File: src/rtl/pipe_pkg.sv
// Shared definitions for the pipeline stage register: the state enum
// (EMPTY/FULL/SKID), the occupancy encodings and a state-to-occupancy helper.
package pipe_pkg;

    // Stage state; the value 2'd3 is never entered and is steered back to EMPTY.
    typedef enum logic [1:0] {
        ST_EMPTY = 2'd0,
        ST_FULL  = 2'd1,
        ST_SKID  = 2'd2
    } pipe_state_e;

    // Occupancy encodings, number of held beats.
    localparam logic [1:0] OCC_EMPTY = 2'd0;
    localparam logic [1:0] OCC_FULL  = 2'd1;
    localparam logic [1:0] OCC_SKID  = 2'd2;

    // Map a state to its occupancy encoding; unknown states read as empty.
    function automatic logic [1:0] occ_of_state(input pipe_state_e st);
        logic [1:0] occ;
        case (st)
            ST_EMPTY: occ = OCC_EMPTY;
            ST_FULL:  occ = OCC_FULL;
            ST_SKID:  occ = OCC_SKID;
            default:  occ = OCC_EMPTY;
        endcase
        return occ;
    endfunction

endpackage

File: src/rtl/pipe_sat_counter.sv
// Saturating up-counter used for the backpressure statistic. It counts
// cycles with inc high, sticks at all-ones, and clears only on reset.
module pipe_sat_counter
    import pipe_pkg::*;
#(
    parameter int WIDTH = 16
) (
    input  logic             clk,
    input  logic             reset,
    input  logic             inc,
    output logic [WIDTH-1:0] count
);

    localparam logic [WIDTH-1:0] CNT_MAX = {WIDTH{1'b1}};
    localparam logic [WIDTH-1:0] CNT_ONE = {{(WIDTH-1){1'b0}}, 1'b1};

    logic             at_max_s;
    logic [WIDTH-1:0] count_r;

    // Detect saturation so the counter never wraps.
    always_comb begin
        at_max_s = 1'b0;
        if (count_r == CNT_MAX) begin
            at_max_s = 1'b1;
        end else begin
            at_max_s = 1'b0;
        end
    end

    // Counter register: synchronous clear, increment until saturated.
    always_ff @(posedge clk) begin
        if (reset) begin
            count_r <= {WIDTH{1'b0}};
        end else if (inc && !at_max_s) begin
            count_r <= count_r + CNT_ONE;
        end else begin
            count_r <= count_r;
        end
    end

    assign count = count_r;

endmodule

File: src/rtl/pipe_stage_reg.sv
// Two-entry (main + skid) pipeline stage register with valid/ready on both
// sides. in_ready, out_valid and occupancy are registered copies derived from
// the next state, so no input reaches an output combinationally. out_data is
// the main register. Optional feature: define PIPE_STAGE_STATS_EN to add the
// stall_cnt port, a saturating count of cycles with out_valid & !out_ready.
module pipe_stage_reg
    import pipe_pkg::*;
#(
    parameter int DATA_W = 96,
    parameter int CNT_W  = 16
) (
    input  logic              clk,
    input  logic              reset,
    input  logic              flush,
    input  logic              in_valid,
    output logic              in_ready,
    input  logic [DATA_W-1:0] in_data,
    output logic              out_valid,
    input  logic              out_ready,
    output logic [DATA_W-1:0] out_data,
    output logic [1:0]        occupancy
`ifdef PIPE_STAGE_STATS_EN
    ,
    output logic [CNT_W-1:0]  stall_cnt
`endif
);

    pipe_state_e       state_r;
    pipe_state_e       next_state_s;
    logic [DATA_W-1:0] main_r;
    logic [DATA_W-1:0] skid_r;
    logic              in_ready_r;
    logic              out_valid_r;
    logic [1:0]        occupancy_r;

    logic              in_fire_s;
    logic              out_fire_s;
    logic              load_main_s;
    logic              load_skid_s;
    logic              skid_to_main_s;

    // Handshake fire terms, built only from registered ready/valid.
    always_comb begin
        in_fire_s  = in_valid & in_ready_r;
        out_fire_s = out_valid_r & out_ready;
    end

    // Next-state and datapath-enable decode; flush overrides every handshake
    // move and suppresses any load, so a same-cycle input beat is dropped.
    always_comb begin
        next_state_s   = state_r;
        load_main_s    = 1'b0;
        load_skid_s    = 1'b0;
        skid_to_main_s = 1'b0;
        if (flush) begin
            next_state_s = ST_EMPTY;
        end else begin
            case (state_r)
                ST_EMPTY: begin
                    if (in_fire_s) begin
                        load_main_s  = 1'b1;
                        next_state_s = ST_FULL;
                    end else begin
                        next_state_s = ST_EMPTY;
                    end
                end
                ST_FULL: begin
                    case ({in_fire_s, out_fire_s})
                        2'b11: begin
                            load_main_s  = 1'b1;
                            next_state_s = ST_FULL;
                        end
                        2'b10: begin
                            load_skid_s  = 1'b1;
                            next_state_s = ST_SKID;
                        end
                        2'b01: begin
                            next_state_s = ST_EMPTY;
                        end
                        default: begin
                            next_state_s = ST_FULL;
                        end
                    endcase
                end
                ST_SKID: begin
                    if (out_fire_s) begin
                        skid_to_main_s = 1'b1;
                        next_state_s   = ST_FULL;
                    end else begin
                        next_state_s = ST_SKID;
                    end
                end
                default: begin
                    next_state_s = ST_EMPTY;
                end
            endcase
        end
    end

    // State register plus registered status outputs derived from next state.
    always_ff @(posedge clk) begin
        if (reset) begin
            state_r     <= ST_EMPTY;
            in_ready_r  <= 1'b1;
            out_valid_r <= 1'b0;
            occupancy_r <= OCC_EMPTY;
        end else begin
            state_r     <= next_state_s;
            in_ready_r  <= (next_state_s != ST_SKID);
            out_valid_r <= (next_state_s != ST_EMPTY);
            occupancy_r <= occ_of_state(next_state_s);
        end
    end

    // Payload registers; flush changes only the state, never the data.
    always_ff @(posedge clk) begin
        if (reset) begin
            main_r <= {DATA_W{1'b0}};
            skid_r <= {DATA_W{1'b0}};
        end else begin
            if (load_main_s) begin
                main_r <= in_data;
            end else if (skid_to_main_s) begin
                main_r <= skid_r;
            end else begin
                main_r <= main_r;
            end
            if (load_skid_s) begin
                skid_r <= in_data;
            end else begin
                skid_r <= skid_r;
            end
        end
    end

    assign in_ready  = in_ready_r;
    assign out_valid = out_valid_r;
    assign out_data  = main_r;
    assign occupancy = occupancy_r;

`ifdef PIPE_STAGE_STATS_EN
    logic stall_inc_s;

    // A stall cycle is a held beat that downstream refuses.
    always_comb begin
        stall_inc_s = out_valid_r & ~out_ready;
    end

    pipe_sat_counter #(
        .WIDTH (CNT_W)
    ) u_stall_counter (
        .clk   (clk),
        .reset (reset),
        .inc   (stall_inc_s),
        .count (stall_cnt)
    );
`endif

endmodule
File: config.mk
export PLATFORM = sky130hd
export DESIGN_NAME = pipe_stage_reg
export DESIGN_NICKNAME = d
export VERILOG_FILES = /design/src/rtl/pipe_pkg.sv /design/src/rtl/pipe_sat_counter.sv /design/src/rtl/pipe_stage_reg.sv
export SDC_FILE = /design/constraint.sdc
export NUM_CORES = 1
export LEC_CHECK = 0
export CORE_AREA = 2 2 123 125
export DETAILED_ROUTE_END_ITERATION = 7
export DIE_AREA = 0 0 125 127
export HOLD_SLACK_MARGIN = 0.03
export MAX_ROUTING_LAYER = met4
export PLACE_DENSITY = 0.8
export SETUP_SLACK_MARGIN = 0.5
export SLEW_MARGIN = 20
export SYNTH_ARGS = -nofsm -noshare
export SYNTH_HDL_FRONTEND = slang
export SYNTH_SLANG_ARGS = --single-unit
File: constraint.sdc
create_clock -name clk -period 3.72 [get_ports clk]
set_input_delay 0.744 -clock clk [delete_from_list [all_inputs] [get_ports clk]]
set_output_delay 0.744 -clock clk [all_outputs]
set_load 0.02 [all_outputs]
=== After elaboration in Yosys (flattened, before gate mapping) ===
Index checks and enable logic that the tools add are counted.

* Flip-flop bits (word level): 198
* Input port bits: 101
* Output and inout port bits: 100
* Logic and storage cells: 37

* Equal/unequal tests: 8
* Muxes and demuxes: 18
* Bitwise gates (word level): 2
* Reductions and logical operators: 3

{| class="wikitable"
|+ Operators by type and width
! cell !! count
|-
| $mux W96 || 2
|-
| $mux W1 || 10
|-
| $eq A2 B2 Y1 const B || 4
|-
| $pmux W2 S2 || 2
|-
| $eq A2 B1 Y1 const B || 3
|-
| $pmux W2 S3 || 1
|-
| $mux W2 || 2
|-
| $reduce_bool A2 Y1 || 2
|-
| $and A1 B1 Y1 || 2
|-
| $logic_not A2 Y1 || 1
|-
| $ne A2 B2 Y1 const B || 1
|-
| $pmux W1 S2 || 1
|}

=== Depth between registers and ports, before layout ===
* Word-level depth: 7
* Gate-level depth with buffers: 9
* Gate-level depth less buffers: 6

=== Least setup slack after synthesis ===
No wires, ideal clock.

* Kind: input to register
* From: in in_valid
* To: reg main_r[21] (netlist: out_data[21])
* Setup time: 125 ps
* Arrival time: 1985 ps
* Required time: 3595 ps
* Setup slack: 1610 ps
* Cell stages on the path: 8
* Path buffers: 2
* Cell sequence: and2_1 ha_1 nand3b_1 nand3_2 nand2_2 buf_2 clkbuf_1 o2bb2ai_1

* Longest elaborated chain between the ends: 6
* Elaborated cells on any way between the ends: 8
* Classes of those cells: eq/ne: 1; mux: 5; bitwise: 1; reduce/logical: 1

{| class="wikitable"
|+ Ends and longest elaborated chain
! what !! line !! text
|-
| start: declaration || pipe_stage_reg.sv:15 || <nowiki>input logic in_valid,</nowiki>
|-
| $and A1 B1 Y1 (*) || pipe_stage_reg.sv:44 || <nowiki>in_fire_s = in_valid & in_ready_r;</nowiki>
|-
| $eq A2 B2 Y1 || pipe_stage_reg.sv:68 || <nowiki>case ({in_fire_s, out_fire_s})</nowiki>
|-
| $mux W1 || pipe_stage_reg.sv:68 ||
|-
| $pmux W1 S2 (*) || pipe_stage_reg.sv:58 || <nowiki>case (state_r)</nowiki>
|-
| $mux W1 (*) || pipe_stage_reg.sv:55 || <nowiki>if (flush) begin</nowiki>
|-
| $mux W96 / $reduce_bool A2 Y1 (equally long branches) || -- ||
|-
| end signal: assignment || pipe_stage_reg.sv:122 || <nowiki>main_r <= in_data;</nowiki>
|-
| end signal: assignment || pipe_stage_reg.sv:124 || <nowiki>main_r <= skid_r;</nowiki>
|-
| end signal: assignment || pipe_stage_reg.sv:126 || <nowiki>main_r <= main_r;</nowiki>
|-
| end: declaration || pipe_stage_reg.sv:30 || <nowiki>logic [DATA_W-1:0] main_r;</nowiki>
|}

Mark *: on every way between the ends. The rest lies on a longest branch, timed or not.
A chain may end at the register's enable or synchronous reset.

=== Worst setup path after layout ===
* From: in in_valid
* To: reg main_r[2] (netlist: out_data[2])

The elaborated chain is that of the path after synthesis.

==> reports/metrics.csv <==
metric;value;unit
outcome;completed;
synth_area_per_cell;9.28;sq um
grt_usage;0.252;
synth_fp_nets;882;
rows;44;
hold_violations;0;
max_slew_margin;0.586;
r2r-start;in_ready;
rsz0062_at_grt;false;
synthXorXnorAreaFrac;0;
num_vias;6521;
crit-reg2reg-capture;out_data[2];
stdcell_area;0.00985;sq mm
postCtsResizedCells;0;
synthTopCellsByArea;dfxtp_1 55%, o2bb2ai_1 11%, nand2_1 10%;
chipWidth;125;um
pin_count;201;
synth-compound-area-share;0.276;
ys_seq_area_frac;0.548;
place_area;0.00927;sq mm
post-route-min-period;2.53;ns
cts_setup_buffers;0;
gp_congestion;0.794;
start_kind;primary input;
worstSkewPairLatency;0.43;ns
synth_area;0.00724;sq mm
crit_path_end_kind;flop;
final_cell_count_no_fill;1138;
area_growth;36.2;%
synth_edf_count;0;
yosysTopAreaCell;dfxtp_1;
critPathArrivalTime;2.88;ns
fin_crit_sh;0.680;
totalWireLength;19.8;mm
syn_inst;780;
clock-sinks;198;
ir_drop;0.000340;V
drc_errors;0;
cts_max_path_buffers;2;
dp.cells;1106;
r2r_slack;1.57;ns
max_freq;0.395;GHz
p_leak;3.23;nW
cts-buffers-inserted;17;
netlist_top_cells_count;198 x dfxtp_1, 192 x nand2_1, 98 x a21oi_1;
viasPerCell;5.73;
diodes;0;
slew_violations;0;
holdBufCountCts;0;
drive_above_1_share;0.0618;
cp_max_fo;52;
htree_levels;4;
finalSetupViolations;0;
wl_per_cell;17.4;um
cts_tree;done;
grt_pass1_wl;32.0;mm
synth_top_family_by_area;compound AO/OA/AOI/OAI gates;
wl_met3;1.29;mm
antenna_found_initial;0;
ant_nets;0;
crit_required;4.07;ns
synth_mux_area_frac;0.00156;
worst_pin_slew;0.621;ns
r2r_cells;7;
final_util;0.683;
async_reset_ff_frac;0;
synth-main-ff-cell;dfxtp_1;
coreArea;0.0144;sq mm
path_clk_slew;0.07;ns
drtIter0Drc;573;
clock_skew;0.00709;ns
wl_met2;9.25;mm
die_h;127;um
yosys.area_share.adder;0.00173;
gr-total-overflow;0;
power.total;4.48;mW
yosysMostFrequentCell;dfxtp_1;
cts_root_buf;clkbuf_16;
dpl.hpwl;12.0;mm
synth_seq_cells;198;
die-area;0.0159;sq mm
crit_start;in_valid;
critPathCapture;out_data[2];
yosysWarnings;0;
synth_simple_gate_area_share;0.118;
hold_class;reg -> reg;
port_buffers;200;
layout.nets;1043;
top_layer_used;met4;
drv_cap;0;
yosysTopAreaCellShare;0.548;
initial_core_util;0.502;
synth_cell_types;30;
grt_max_degree;72;
totalNegativeSetupSlack;0;ns
dr.pass1.iters;5;
crit_type;in -> reg;
fillers;1126;
powerDensity;455;mW/mm^2
grt_pass1_vias;6340;
met1_length;8.69;mm
-- sequential cells by signal, indices dropped and copies added, names as in the netlist --
| name | flops |
|---|---|
| in_ready | 1 |
| occupancy | 2 |
| out_data | 96 |
| out_valid | 1 |
| skid_r | 96 |
| state_r | 2 |
-- cells in the final DEF (no fill, tap or decap), drive strengths merged, types with 5 or more instances in the layout --
cell type,count
buf,17
o22ai,96
clkdlybuf4s50,199
inv,6
o2bb2ai,95
nand2,193
a21oi,100
clkinvlp,5
dfxtp,198
clkbuf,18
-- worst max-delay path, stage by stage --
cell and delay, ns:
clkdlybuf4s50_1 0.53, and2_1 0.15, ha_1 0.13, nand3b_1 0.18
a21oi_4 0.21, buf_4 0.51, o22ai_1 0.20, o2bb2ai_1 0.19
-- worst min-delay path by stage --
| stage | startpoint | to | slack (ns) | depth (start not counted) |
|---|---|---|---|---|
| 3_5_place_dp | out_data[17] | out_data[17] | 0.45 | 1 |
| 3_3_place_gp | skid_r[83] | skid_r[83] | 0.44 | 2 |
| 2_1_floorplan | skid_r[0] | skid_r[0] | 0.44 | 2 |
| 4_1_cts | skid_r[78] | skid_r[78] | 0.46 | 2 |
| 6_report | skid_r[78] | skid_r[78] | 0.45 | 2 |
| 5_1_grt | skid_r[94] | skid_r[94] | 0.47 | 2 |
-- cell type report --
cell class | count | area (sq um) | area share
clock inverter | 14 | 151 | 0.0154
multi-input combinational | 506 | 2900 | 0.295
tap | 184 | 230 | 0.0234
inverter | 2 | 7.51 | 0.000762
timing repair buffer | 216 | 2170 | 0.220
sequential | 198 | 3960 | 0.402
clock buffer | 18 | 429 | 0.0436
-- where the power goes --
part | switching (mW) | internal, mW
registers | 0.0295 | 2.17
clock network | 0.811 | 0.997
logic | 0.256 | 0.224
total | 1.10 | 3.39
-- through the flow --
stage          setup WS (ns)  hold WS (ns)
2_1_floorplan           1.61         0.437
3_3_place_gp           0.847         0.442
3_5_place_dp           0.770         0.445
4_1_cts                 1.20         0.458
5_1_grt                 1.03         0.472
6_report                1.19         0.455
-- cell families (layout without fill, tap and decap cells) --
family | after synthesis | in the layout
adders and majority gates | 1 | 1
buffers and inverters | 76 | 250
muxes | 1 | 1
and+or+nand+nor | 208 | 208
AOI/OAI and AO/OA | 296 | 296
DFF | 198 | 198
-- layer usage --
metal,vias up,global-route usage
li1,3133,-
met1,3071,0.326
met2,275,0.392
met3,42,0.0503
met4,0,0.101
met5,-,-
(Power assumes the default switching activity.)
